===== src/rtl/fsx_frame_grabber_if.sv =====
// fsx_frame_grabber_if: 32-bit packed-pixel word stream with a last marker and valid/ready handshake.
interface fsx_frame_grabber_if;
    logic [31:0] out_data;
    logic        out_valid;
    logic        out_ready;
    logic        out_last;
    modport master (output out_data, out_valid, out_last, input out_ready);
    modport slave  (input out_data, out_valid, out_last, output out_ready);
endinterface


===== src/rtl/fsx_frame_grabber.sv =====
// fsx_frame_grabber: grabs one FSX frame per cap_req, packs 4 pixels per word into a show-ahead FIFO and streams it out.
// Define FSX_FRAME_GRAB_SUM_EN to get a running 32-bit sum of the delivered words on frame_sum.
module fsx_frame_grabber #(
    parameter int H_RES           = 320,
    parameter int V_RES           = 200,
    parameter bit V_POL           = 1'b0,
    parameter int FIFO_DEPTH_LOG2 = 5
) (
    input  logic                       vga_clk,
    input  logic                       nreset,
    input  logic [2:0]                 pix_r,
    input  logic [2:0]                 pix_g,
    input  logic [1:0]                 pix_b,
    input  logic                       pix_vs,
    input  logic                       pix_de,
    input  logic                       cap_req,
    input  logic                       cap_clr,
    fsx_frame_grabber_if.master        dma,
    output logic                       busy,
    output logic                       done,
    output logic                       overflow,
    output logic                       short_frame,
    output logic [31:0]                frame_sum
);
    localparam int TOTAL = H_RES * V_RES;
    localparam int CW    = $clog2(TOTAL + 1);
    localparam int AW    = FIFO_DEPTH_LOG2;
    localparam int DEPTH = 1 << AW;

    typedef enum logic [2:0] {IDLE, ARMED, CAPTURE, DRAIN, DONE, ERROR} state_t;
    state_t state, state_nx;

    logic          vs_q, vs_qq, vs_edge;
    logic [CW-1:0] pix_cnt;
    logic [31:0]   pack;
    logic          wr_pend, wr_last;
    logic [32:0]   mem [DEPTH];
    logic [AW-1:0] wptr, rptr;
    logic [AW:0]   count;
    logic          full, rd, wr, drop, take, flush, last_pix;

    assign vs_edge  = (vs_q == V_POL) && (vs_qq != V_POL);
    assign full     = count == (AW+1)'(DEPTH);
    assign rd       = dma.out_valid && dma.out_ready;
    assign flush    = cap_clr && (state == ARMED || state == CAPTURE);
    // a completed word waits one cycle in pack; full is judged before any same-cycle read
    assign wr       = wr_pend && !full && !flush;
    assign drop     = wr_pend && full && !flush;
    assign take     = state == CAPTURE && pix_de && !vs_edge && !cap_clr;
    assign last_pix = pix_cnt == CW'(TOTAL - 1);

    assign dma.out_valid = count != '0;
    assign dma.out_data  = dma.out_valid ? mem[rptr][31:0] : '0;
    assign dma.out_last  = dma.out_valid && mem[rptr][32];
    assign busy          = state == ARMED || state == CAPTURE || dma.out_valid || wr_pend;

    always_comb begin
        state_nx = state;
        case (state)
            IDLE:    state_nx = cap_req ? ARMED : IDLE;
            ARMED:   state_nx = cap_clr ? IDLE : vs_edge ? CAPTURE : ARMED;
            CAPTURE: state_nx = cap_clr ? IDLE : (drop || vs_edge) ? ERROR : (take && last_pix) ? DRAIN : CAPTURE;
            DRAIN:   state_nx = drop ? ERROR : (!wr_pend && !dma.out_valid) ? DONE : DRAIN;
            default: state_nx = cap_clr ? IDLE : state;
        endcase
    end

    always_ff @(posedge vga_clk or negedge nreset) begin
        if (!nreset) begin
            state       <= IDLE;
            vs_q        <= 1'b0;
            vs_qq       <= 1'b0;
            pix_cnt     <= '0;
            pack        <= '0;
            wr_pend     <= 1'b0;
            wr_last     <= 1'b0;
            wptr        <= '0;
            rptr        <= '0;
            count       <= '0;
            done        <= 1'b0;
            overflow    <= 1'b0;
            short_frame <= 1'b0;
        end else begin
            state       <= state_nx;
            vs_q        <= pix_vs;
            vs_qq       <= vs_q;
            pix_cnt     <= (state == ARMED && vs_edge) ? '0 : take ? pix_cnt + CW'(1) : pix_cnt;
            if (take)
                pack[{pix_cnt[1:0], 3'b000} +: 8] <= {pix_r, pix_g, pix_b};
            wr_pend     <= take && (&pix_cnt[1:0]);
            wr_last     <= take && last_pix;
            wptr        <= flush ? '0 : wptr + AW'(wr);
            rptr        <= flush ? '0 : rptr + AW'(rd);
            count       <= flush ? '0 : count + {{AW{1'b0}}, wr} - {{AW{1'b0}}, rd};
            done        <= !cap_clr && (done || (state == DRAIN && state_nx == DONE));
            overflow    <= !cap_clr && (overflow || drop);
            short_frame <= !cap_clr && (short_frame || (state == CAPTURE && vs_edge));
        end
    end

    always_ff @(posedge vga_clk)
        if (wr)
            mem[wptr] <= {wr_last, pack};

`ifdef FSX_FRAME_GRAB_SUM_EN
    always_ff @(posedge vga_clk or negedge nreset) begin
        if (!nreset)
            frame_sum <= '0;
        else
            frame_sum <= (cap_req || cap_clr) ? '0 : rd ? frame_sum + dma.out_data : frame_sum;
    end
`else
    assign frame_sum = '0;
`endif
endmodule


===== src/flat_wrapper.sv =====
// flat-port wrapper written by rule: the top's interface ports become plain ports
module fsx_frame_grabber_flat 
#(
    parameter int H_RES           = 320,
    parameter int V_RES           = 200,
    parameter bit V_POL           = 1'b0,
    parameter int FIFO_DEPTH_LOG2 = 5
)
  (vga_clk, nreset, pix_r, pix_g, pix_b, pix_vs, pix_de, cap_req, cap_clr, busy, done, overflow, short_frame, frame_sum, dma_out_data, dma_out_valid, dma_out_last, dma_out_ready);
  fsx_frame_grabber_if dma_i ();
  input  logic vga_clk;
  input  logic nreset;
  input  logic [2:0] pix_r;
  input  logic [2:0] pix_g;
  input  logic [1:0] pix_b;
  input  logic pix_vs;
  input  logic pix_de;
  input  logic cap_req;
  input  logic cap_clr;
  output logic busy;
  output logic done;
  output logic overflow;
  output logic short_frame;
  output logic [31:0] frame_sum;
  output wire logic [$bits(dma_i.out_data)-1:0] dma_out_data;
  output wire logic [$bits(dma_i.out_valid)-1:0] dma_out_valid;
  output wire logic [$bits(dma_i.out_last)-1:0] dma_out_last;
  input wire logic [$bits(dma_i.out_ready)-1:0] dma_out_ready;
  assign dma_out_data = dma_i.out_data;
  assign dma_out_valid = dma_i.out_valid;
  assign dma_out_last = dma_i.out_last;
  assign dma_i.out_ready = dma_out_ready;
  fsx_frame_grabber #(.H_RES(H_RES), .V_RES(V_RES), .V_POL(V_POL), .FIFO_DEPTH_LOG2(FIFO_DEPTH_LOG2)) u_core (.vga_clk(vga_clk), .nreset(nreset), .pix_r(pix_r), .pix_g(pix_g), .pix_b(pix_b), .pix_vs(pix_vs), .pix_de(pix_de), .cap_req(cap_req), .cap_clr(cap_clr), .dma(dma_i), .busy(busy), .done(done), .overflow(overflow), .short_frame(short_frame), .frame_sum(frame_sum));
endmodule

===== config.mk =====
export PLATFORM = sky130hd
export DESIGN_NAME = fsx_frame_grabber_flat
export DESIGN_NICKNAME = d
export VERILOG_FILES = /design/src/rtl/fsx_frame_grabber_if.sv /design/src/rtl/fsx_frame_grabber.sv /design/src/flat_wrapper.sv
export SDC_FILE = /design/constraint.sdc
export NUM_CORES = 1
export LEC_CHECK = 0
export CORE_ASPECT_RATIO = 0.5
export CORE_MARGIN = 1
export CORE_UTILIZATION = 55
export CTS_CLUSTER_SIZE = 14
export DETAILED_ROUTE_END_ITERATION = 10
export PLACE_DENSITY = 0.74
export SLEW_MARGIN = 20
export SYNTH_ARGS = -nofsm -noshare
export SYNTH_HDL_FRONTEND = slang
export SYNTH_SLANG_ARGS = --single-unit

===== constraint.sdc =====
create_clock -name vga_clk -period 3.45 [get_ports vga_clk]
set_input_delay 0.345 -clock vga_clk [delete_from_list [all_inputs] [get_ports vga_clk]]
set_output_delay 0.345 -clock vga_clk [all_outputs]
set_load 0.005 [all_outputs]

---- After elaboration in Yosys (flattened, before gate mapping) ----
Memories as Yosys holds them, arrays and structs flattened.
Cells that the tools add are included.
word-level totals
  register bits ........................... 74
  bits in writable memories ............... 1056
  input port bits ......................... 15
  output and inout port bits .............. 70
  logic and storage cells ................. 85
  memories ................................ 1
memory list
  name        depth  width  read ports  clocked after memory_dff  wr ports  line                     RTL
  u_core.mem  32     33     1           0                         1         fsx_frame_grabber.sv:37  logic [32:0] mem [DEPTH];
cells by class
  add/sub/neg operators ................... 6
  equality and inequality tests ........... 6
  shift-type cells ........................ 2
  mux-type cells .......................... 19
  bitwise gates (word level) .............. 1
  reduce and logical (&&, ||, !) cells .... 37
operators with widths
  operator                  number
  $bwmux W32                1
  $mux W16                  2
  $mux W32                  1
  $shift A8 B7 Y32 const A  1
  $shiftx A8 B7 Y32         1
  $logic_and A1 B1 Y1       20
  $mux W3                   6
  $add A16 B1 Y16 const B   1
  $eq A16 B16 Y1 const B    1
  $pmux W3 S4               1
  $add A5 B1 Y5             2
  $mux W5                   2
  $logic_or A1 B1 Y1        7
  $neg A5 Y7                1
  $add A6 B1 Y6             1
  $eq A3 B2 Y1 const B      2
  $eq A6 B6 Y1 const B      1
  $logic_not A1 Y1          6
  $mux W6                   1
  $reduce_bool A6 Y1        1
  $sub A6 B1 Y6             1
  $mux W1                   4
  $eq A3 B1 Y1 const B      1
  $eq A3 B3 Y1 const B      1
  5 further kinds           5

---- Longest topological paths before layout ----
Gate-level depths: netlist of run 1.
  word-level depth ........................ 14
  depth in mapped cells ................... 14

---- Worst setup path after synthesis of run 1 ----
Ideal clock, no wire load.
  path kind ............................... register to register
  start point ............................. reg u_core.count[2]
  end point ............................... mem u_core.mem[12][0] (enable)
  setup time .............................. 423 ps
  arrival ................................. 3024 ps
  setup slack ............................. 3 ps
  cell stages (with the launch flop) ...... 8
  period minus slack after synthesis ...... 3447 ps
  path through ............................ dfrtp_1 > inv_1 > ha_1 > nor4bb_1 > a311oi_4 > or3b_1 > buf_2 > nor2_1
between the ends
  longest elaborated chain between the ends .. 6
RTL lines
  element                            line                      RTL
  from (decl)                        fsx_frame_grabber.sv:39   logic [AW:0] count;
  from (signal assigned)             fsx_frame_grabber.sv:94   count <= flush ? '0 : count + {{AW{1'b0}}, wr} - {{AW{1'b0}}, rd};
  $eq A6 B6 Y1                       fsx_frame_grabber.sv:43   assign full = count == (AW+1)'(DEPTH);
  $logic_not A1 Y1                   fsx_frame_grabber.sv:47   assign wr = wr_pend && !full && !flush;
  $logic_and A1 B1 Y1 (2 in series)  fsx_frame_grabber.sv:47
  $mux W1                            fsx_frame_grabber.sv:102  if (wr)
  $mux W1 (not written as such)      fsx_frame_grabber.sv:103  mem[wptr] <= {wr_last, pack};
  to (decl)                          fsx_frame_grabber.sv:37
No other way between the ends.

---- Worst setup path after layout of run 1 ----
  start point ............................. reg u_core.rptr[1]
  end point ............................... out dma_out_data[25]
between the ends
  longest elaborated chain between the ends .. 2
RTL lines
  element                 line                     RTL
  from (decl)             fsx_frame_grabber.sv:38  logic [AW-1:0] wptr, rptr;
  from (signal assigned)  fsx_frame_grabber.sv:93  rptr <= flush ? '0 : rptr + AW'(rd);
  $mem_v2 Z32 W33         -
  $mux W32                fsx_frame_grabber.sv:53  assign dma.out_data = dma.out_valid ? mem[rptr][31:0] : '0;
  to (decl)               flat_wrapper.sv:25       output wire logic [$bits(dma_i.out_data)-1:0] dma_out_data;
No other way between the ends.

==> results of run 1 <==
critical path, stage by stage (launching register included):
cell             delay [ps]
dfrtp_4                 560
buf_4                   170
buf_12                  120
buf_6                   200
mux2i_1                 150
a22oi_1                 190
o211ai_1                150
nor4_2                  280
buf_4                   180
clkdlybuf4s50_1         490
logic make-up after synthesis:
family	count (synthesis)
compound gates	293
xor+xnor	11
fa+ha+maj	19
buf+inv	171
flops	1130
mux	358
other cells	1
simple gates	233
stage by stage:
stage	instance area (um^2)	cells
final	50800	3524
after global routing	50800	3524
after CTS	50200	3485
after detailed placement	46800	3308
after global placement	46800	3308
after floorplan	44100	2247
final timing paths:
kind / from / depth (start not counted) / slack (ps) / to
max: u_core.rptr[1]$_DFF_PN0_ / 9 / -50 / dma_out_data[25]
min: pix_vs / 1 / 130 / u_core.vs_q$_DFF_PN0_
max reg2reg: u_core.count[2]$_DFF_PN0_ / 9 / 450 / u_core.mem[12][32]$_DFFE_PP_
min reg2reg: u_core.vs_q$_DFF_PN0_ / 0 / 430 / u_core.vs_qq$_DFF_PN0_
max in group asynchronous: nreset / 2 / 2350 / u_core.rptr[1]$_DFF_PN0_
min in group asynchronous: nreset / 2 / 380 / u_core.pix_cnt[14]$_DFFE_PN0P_
layer usage:
metal | vias to the layer above | part of all wire | track usage
met5 | - | 0 | 0
met4 | 0 | 0.021 | 0.0661
met3 | 161 | 0.13 | 0.0767
met2 | 1571 | 0.45 | 0.399
met1 | 12100 | 0.40 | 0.396
li1 | 9511 | - | -
repair_timing:
action	CTS	global route
buffers inserted	21	37
endpoints found under the hold margin	74	0
resized for setup	81	64
pin swaps	22	25
cloned	6	5
hold buffers	1	0
endpoints found under the setup margin	33	16
final cells by class:
class | count | area (um^2) | area share
clock buffers | 123 | 2510 | 0.0495
repair buffers | 246 | 2820 | 0.0556
clock inverters | 26 | 176 | 0.00347
multi-input cells | 946 | 10300 | 0.203
inverters | 17 | 63.8 | 0.00126
well taps | 1036 | 1300 | 0.0255
flip-flops and latches | 1130 | 33600 | 0.661
cells in the final DEF (no fill, tap or decap), drive strengths merged, types with 5 or more instances in the layout:
| master | n |
|---|---|
| a211oi | 11 |
| a21bo | 24 |
| a21oi | 46 |
| a22oi | 89 |
| and2 | 11 |
| buf | 191 |
| clkbuf | 129 |
| clkdlybuf4s50 | 19 |
| clkinv | 24 |
| conb | 32 |
| dfrtp | 74 |
| dlygate4sd2 | 14 |
| dlymetal6s2s | 13 |
| edfxtp | 1056 |
| ha | 18 |
| inv | 19 |
| mux2i | 182 |
| mux4 | 176 |
| nand2 | 37 |
| nand2b | 8 |
| nand3 | 22 |
| nand3b | 7 |
| nand4 | 30 |
| nor2 | 54 |
| nor2b | 6 |
| nor3 | 5 |
| nor4 | 23 |
| o211ai | 35 |
| o21ai | 7 |
| o221ai | 12 |
| o22ai | 55 |
| or3 | 7 |
| xnor2 | 7 |
flip-flops by register name (all words and copies together) (netlist names), 3 cells and up:
| signal | count |
|---|---|
| u_core.pack | 32 |
| u_core.state | 3 |
| u_core.wptr | 5 |
| u_core.mem | 1056 |
| u_core.pix_cnt | 16 |
| u_core.count | 6 |
| u_core.rptr | 5 |
power groups by stage:
stage | Sequential, mW | Clock, mW | Combinational [mW]
after floorplan | 16.1 | 0 | 5.64
after global placement | 16.3 | 0 | 8.58
after detailed placement | 16.3 | 0 | 8.70
after CTS | 16.0 | 9.81 | 9.63
after global routing | 16.1 | 10.3 | 10.8
final | 16.1 | 9.72 | 10.2
==> summary.md, run 1 <==
| Metric | Value |
|---|---|
| Status | complete, but fails checks |
| Failing checks | negative setup slack |
| Sequential Power Share | 0.446 |
| Setup Crit Path Kind | reg2out |
| Drt wl/cell | 31.1 um |
| Critical Path RT | between 3000 and 4000 ps |
| Fin nets | roughly 2500 |
| Synth area leaders | edfxtp_1, mux4_2, dfrtp_1, mux2i_1, a22oi_1 |
| Row count | 72 |
| Leak pwr | 17.3 nW |
| Clk_lat worst skew | between 600 and 700 ps |
| Cells after Synth | ~2200 |
| Worst-path clk slew | 60 ps |
| Initial drt markers | around 3300 |
| H-Tree Depth | 3 |
| CORE AREA | approximately 78000 um^2 |
| Pwr Total | 36.0 mW |
| Adder-cell area share of the yosys netlist | 0.00558 |
| Share of cells above drive strength 1 | 0.254 |
| Vias per cell | between 6 and 7 |
| Crit share post-route | 1.02 |
| RSZ-0062 raised after global routing | yes |
| Fill count | ~5000 |
| Antenna violations before repair | 1 |
| Power Internal | ~26 mW |
| Post-synthesis xor/xnor area fraction | 0.00219 |
| Largest family of logic cells by synthesized area | multiplexers |
| Post-synthesis compound-gate area fraction | 0.0476 |
| Slew @ Worst Pin | 1180 ps |
| DRC Markers | 0 |
| Worst hold path class | in2reg |
| Clock root cell | clkbuf_16 |
| NetSw | between 10 and 15 mW |
| Place WS | roughly 330 ps |
| Die W | 402 um |
| Clock buffer depth | 3 |
| Drt first pass iters | 6 |
| Endpoints failing setup | 1 |
| Largest net degree at the start of global routing | between 70 and 80 |
| Mean post-synth cell area | around 20 um^2 |
| Vias in the first global route | 22900 |
| Slew margin rel. | 0.212 |
| Post-layout util | 0.649 |
| Most numerous cell in the Yosys netlist | edfxtp_1 |
| Antenna-violating nets left | 0 |
| Pwr dens | 709 nW/um^2 |
| Synth cell count leaders | edfxtp_1, mux2i_1, mux4_2 |
| Synth Area in Simple Gates | 0.0295 |
| Synth unique cells | 57 |
| N_diodes | 0 |
| DP HPWL | between 60000 and 70000 um |
| CTS buffer count | 95 |
| Synth warn | 0 |
| Synth area leader | edfxtp_1 |
| Peak Freq | 0.286 GHz |
| Post-synth top area share | 0.721 |
| Endpoints failing hold | 0 |
| Starting Density | 0.562 |
| Vias after detailed routing | 23300 |
| Post-synth EDFFs | about 1100 |
| CP endpoint kind | primary output |
| Max-Cap Viols | 0 |
| Startpoint Class | register |
| Crit path DAT | approximately 3200 ps |
| Die area | roughly 81000 um^2 |
| First-pass GRT wire length | between 150000 and 200000 um |
| Die Y | just over 200 um |
| Setup_tns | -52.4 ps |
| Final WL | about 110000 um |
| Final WS setup | -52.4 ps |
| Worst hold slack | between 100 and 150 ps |
| Number of clock sinks | between 1000 and 1500 |
| Clock power share | 0.270 |
| Crit path time final | 3500 ps |
| Maximum fanout along the worst path | 26 |
| CTS tree | built |
| Setup Skew | around 22 ps |
| Synth async-reset ratio | 0.0655 |
| Combinational power share | 0.284 |
| Top Ports | between 80 and 90 |
| Mapped Area | around 44000 um^2 |
| GR Overflow Total | 0 |
| Worst VDD drop | 0.000423 V |
| Mux contribution to synthesized area | 0.132 |
| Main synth FF type | edfxtp_1 |
| Port Buffers | 52 |
| Seq/Total Area, Yosys | 0.763 |
| Gp weighted congestion | 0.836 |
| GR Util All Layers | 0.268 |
| Layout area overhead | 15.5% |
| Sw Ratio | 0.285 |
| Flops & latches, synth | around 1100 |
| Slew Limit Fails | 0 |
Power figures use the tool's default switching activity.
==> run 2: changes to the inputs <==
RECOVER_POWER = 25   (was unset)
==> run 2 against run 1 <==
The flow finishes with violations (max-capacitance violations, max-slew violations, negative setup slack). Cell count about the same. First-iteration DRC count increased by 3.8%. Combinational power about the same. Critical path depth unchanged. Flip-flop and latch count unchanged. Register-to-register slack about the same. Clock skew increased by 3.5 ps. Hold slack improved by 120 ps. Via count decreased by 0.16%. Power about the same. Sequential power about the same. Die area unchanged. Largest power group unchanged. Highest routed layer unchanged.
==> summary.md, run 2 (same netlist as run 1, synthesis figures left out) <==
| Metric | Value |
|---|---|
| Antenna violations before repair | 1 (unchanged) |
| Power Internal | 25.7 mW (about the same) |
| NetSw | 10.3 mW (+0.20%) |
| Crit share post-route | 1.01 (about the same) |
| HP Start | pix_vs |
| Sequential Power Share | 0.446 (about the same) |
| Gp weighted congestion | 0.836 (unchanged) |
| Commonest non-fill, non-tap cells in the layout | edfxtp_1, mux2i_1, mux4_2 |
| Clock buffer depth | 3 (unchanged) |
| RSZ-0062 raised after global routing | yes |
| Starting Density | 0.562 (unchanged) |
| Layout area overhead | 15.4% (about the same) |
| Worst-path clk slew | 60 ps (about the same) |
| Port Buffers | 52 (unchanged) |
| DP HPWL | 61400 um (unchanged) |
| Startpoint Class | register |
| Die W | 402 um (unchanged) |
| R2r setup slk | 460 ps (about the same) |
| Vias per cell | 6.61 (-0.19%) |
| Area taken by multi-input logic gates | 10300 um^2 (unchanged) |
| Share of cells above drive strength 1 | 0.247 (-0.00764) |
| Largest regs | u_core.mem: 1056 flops, u_core.pack: 32 flops, u_core.pix_cnt: 16 flops |
| Placed Area | 46800 um^2 (unchanged) |
| CTS buffer count | 95 (unchanged) |
| Worst hold path class | in2reg |
| CTS tree | built |
| Endpoints failing hold | 0 (unchanged) |
| Failing checks | max-capacitance violations, max-slew violations, negative setup slack |
| Maximum fanout along the worst path | 26 (unchanged) |
| Drt first pass iters | 5 (-1) |
| Largest net degree at the start of global routing | 75 (unchanged) |
| Die Y | 202 um (unchanged) |
| Reg2Reg Depth | 9 (unchanged) |
| Clock power share | 0.270 (about the same) |
| Top Ports | 85 (unchanged) |
| Critical Path RT | 3110 ps (about the same) |
| Slew Limit Fails | 241 (+241) |
| Fill count | 4933 (+0.18%) |
| H-Tree Depth | 3 (unchanged) |
| Vias after detailed routing | 23300 (-0.16%) |
| Largest register FFs | 1056 (unchanged) |
| Reg2reg end | u_core.mem[12][32]$_DFFE_PP_ |
| Fin nets | 2470 (unchanged) |
| Hold path depth | 1 (unchanged) |
| Register area | 33600 um^2 (about the same) |
| Peak Freq | 0.286 GHz (about the same) |
| Most common cell after layout, fill and taps aside | edfxtp_1 |
| Max-Cap Viols | 6 (+6) |
| Crit path DAT | 3150 ps (about the same) |
| Number of clock sinks | 1130 (unchanged) |
| Vias in the first global route | 22900 (unchanged) |
| Status | complete, but fails checks |
| Initial drt markers | 3407 (+3.8%) |
| Combinational power share | 0.284 (about the same) |
| Final WS setup | -49.9 ps (+2.46 ps) |
| Clk_lat worst skew | 670 ps (about the same) |
| CP endpoint kind | primary output |
| Endpoints failing setup | 1 (unchanged) |
| Drt wl/cell | 31.1 um (about the same) |
| Place WS | 333 ps (unchanged) |
| Slew margin rel. | -0.244 (-0.457) |
| First-pass GRT wire length | 156000 um (unchanged) |
| Setup Skew | 25.1 ps (+3.47 ps) |
| Final WL | 110000 um (about the same) |
| Worst r2r src | u_core.count[2]$_DFF_PN0_ |
| Pwr dens | 710 nW/um^2 (+0.16%) |
| GR Util All Layers | 0.268 (unchanged) |
| GR Overflow Total | 0 (unchanged) |
| DRC Markers | 0 (unchanged) |
| Leak pwr | 17.2 nW (about the same) |
| Sw Ratio | 0.286 (+0.000375) |
| Crit path time final | 3500 ps (-2.46 ps) |
| Hold path endpoint | u_core.vs_q$_DFF_PN0_ |
| Largest Register | u_core.mem |
| Setup Crit Path Kind | reg2out |
| Row count | 72 (unchanged) |
| CORE AREA | 78200 um^2 (unchanged) |
| Final Instance Area | 50700 um^2 (about the same) |
| Die area | 81100 um^2 (unchanged) |
| Antenna-violating nets left | 0 (unchanged) |
| Slew @ Worst Pin | 1870 ps (+685 ps) |
| Clock root cell | clkbuf_16 |
| Setup_tns | -49.9 ps (+2.46 ps) |
| Worst VDD drop | 0.000427 V (+0.88%) |
[run 2: cell type report]
cell class,count,share of cell area
well taps,1036,0.0255
clock inverters,26,0.00348
repair buffers,246,0.0550
diodes,1,0.0000493
flip-flops and latches,1130,0.662
inverters,17,0.00126
clock buffers,123,0.0495
multi-input cells,946,0.204
[run 2: power by group through the flow]
stage	logic (mW)	clock network, mW	registers (mW)
floorplan	5.64	0	16.1
global placement	8.58	0	16.3
detailed placement	8.70	0	16.3
CTS	9.63	9.81	16.0
global route	10.7	10.3	16.1
finish	10.2	9.73	16.1
[run 2: metrics by stage]
stage / cells / utilization / hold slack (ps) / power [mW]
after global placement: 3308 / 0.598 / 415 / 24.9
after floorplan: 2247 / - / 49.4 / 21.7
after global routing: 3524 / 0.649 / 221 / 37.1
after detailed placement: 3308 / 0.598 / 414 / 25.0
after CTS: 3485 / 0.642 / 92.0 / 35.5
final: 3525 / 0.649 / 244 / 36.0
[run 2: worst max-delay path, cell delays in order, from the launching register on]
cell             delay [ps]
dfrtp_4                 550
buf_4                   170
buf_12                  120
buf_6                   200
mux2i_1                 150
a22oi_1                 190
o211ai_1                150
nor4_2                  280
buf_4                   180
clkdlybuf4s50_1         490
[run 2: per-layer routing]
layer | track usage | wire length (um) | vias to the layer above
li1 | - | - | 9505
met1 | 0.396 | 43700 | 12200
met2 | 0.399 | 49600 | 1444
met3 | 0.0767 | 14100 | 148
met5 | 0 | 0 | -
met4 | 0.0661 | 2240 | 0
[run 2: worst max path at each step]
stage	start	to	depth (start not counted)
after floorplan	u_core.count[2]$_DFF_PN0_	u_core.mem[12][0]$_DFFE_PP_	7
after global placement	u_core.rptr[0]$_DFF_PN0_	dma_out_data[29]	6
after detailed placement	u_core.rptr[0]$_DFF_PN0_	dma_out_data[29]	6
after CTS	u_core.rptr[1]$_DFF_PN0_	dma_out_data[1]	8
after global routing	u_core.rptr[1]$_DFF_PN0_	dma_out_data[25]	9
final	u_core.rptr[1]$_DFF_PN0_	dma_out_data[25]	9
[run 2: repair_timing]
item,in CTS,in global routing
setup buffers,21,37
endpoints found under the setup margin,33,16
resized for setup,81,64
pin swaps,22,25
cloned,6,5
hold buffers,1,0
hold endpoints to repair,74,0
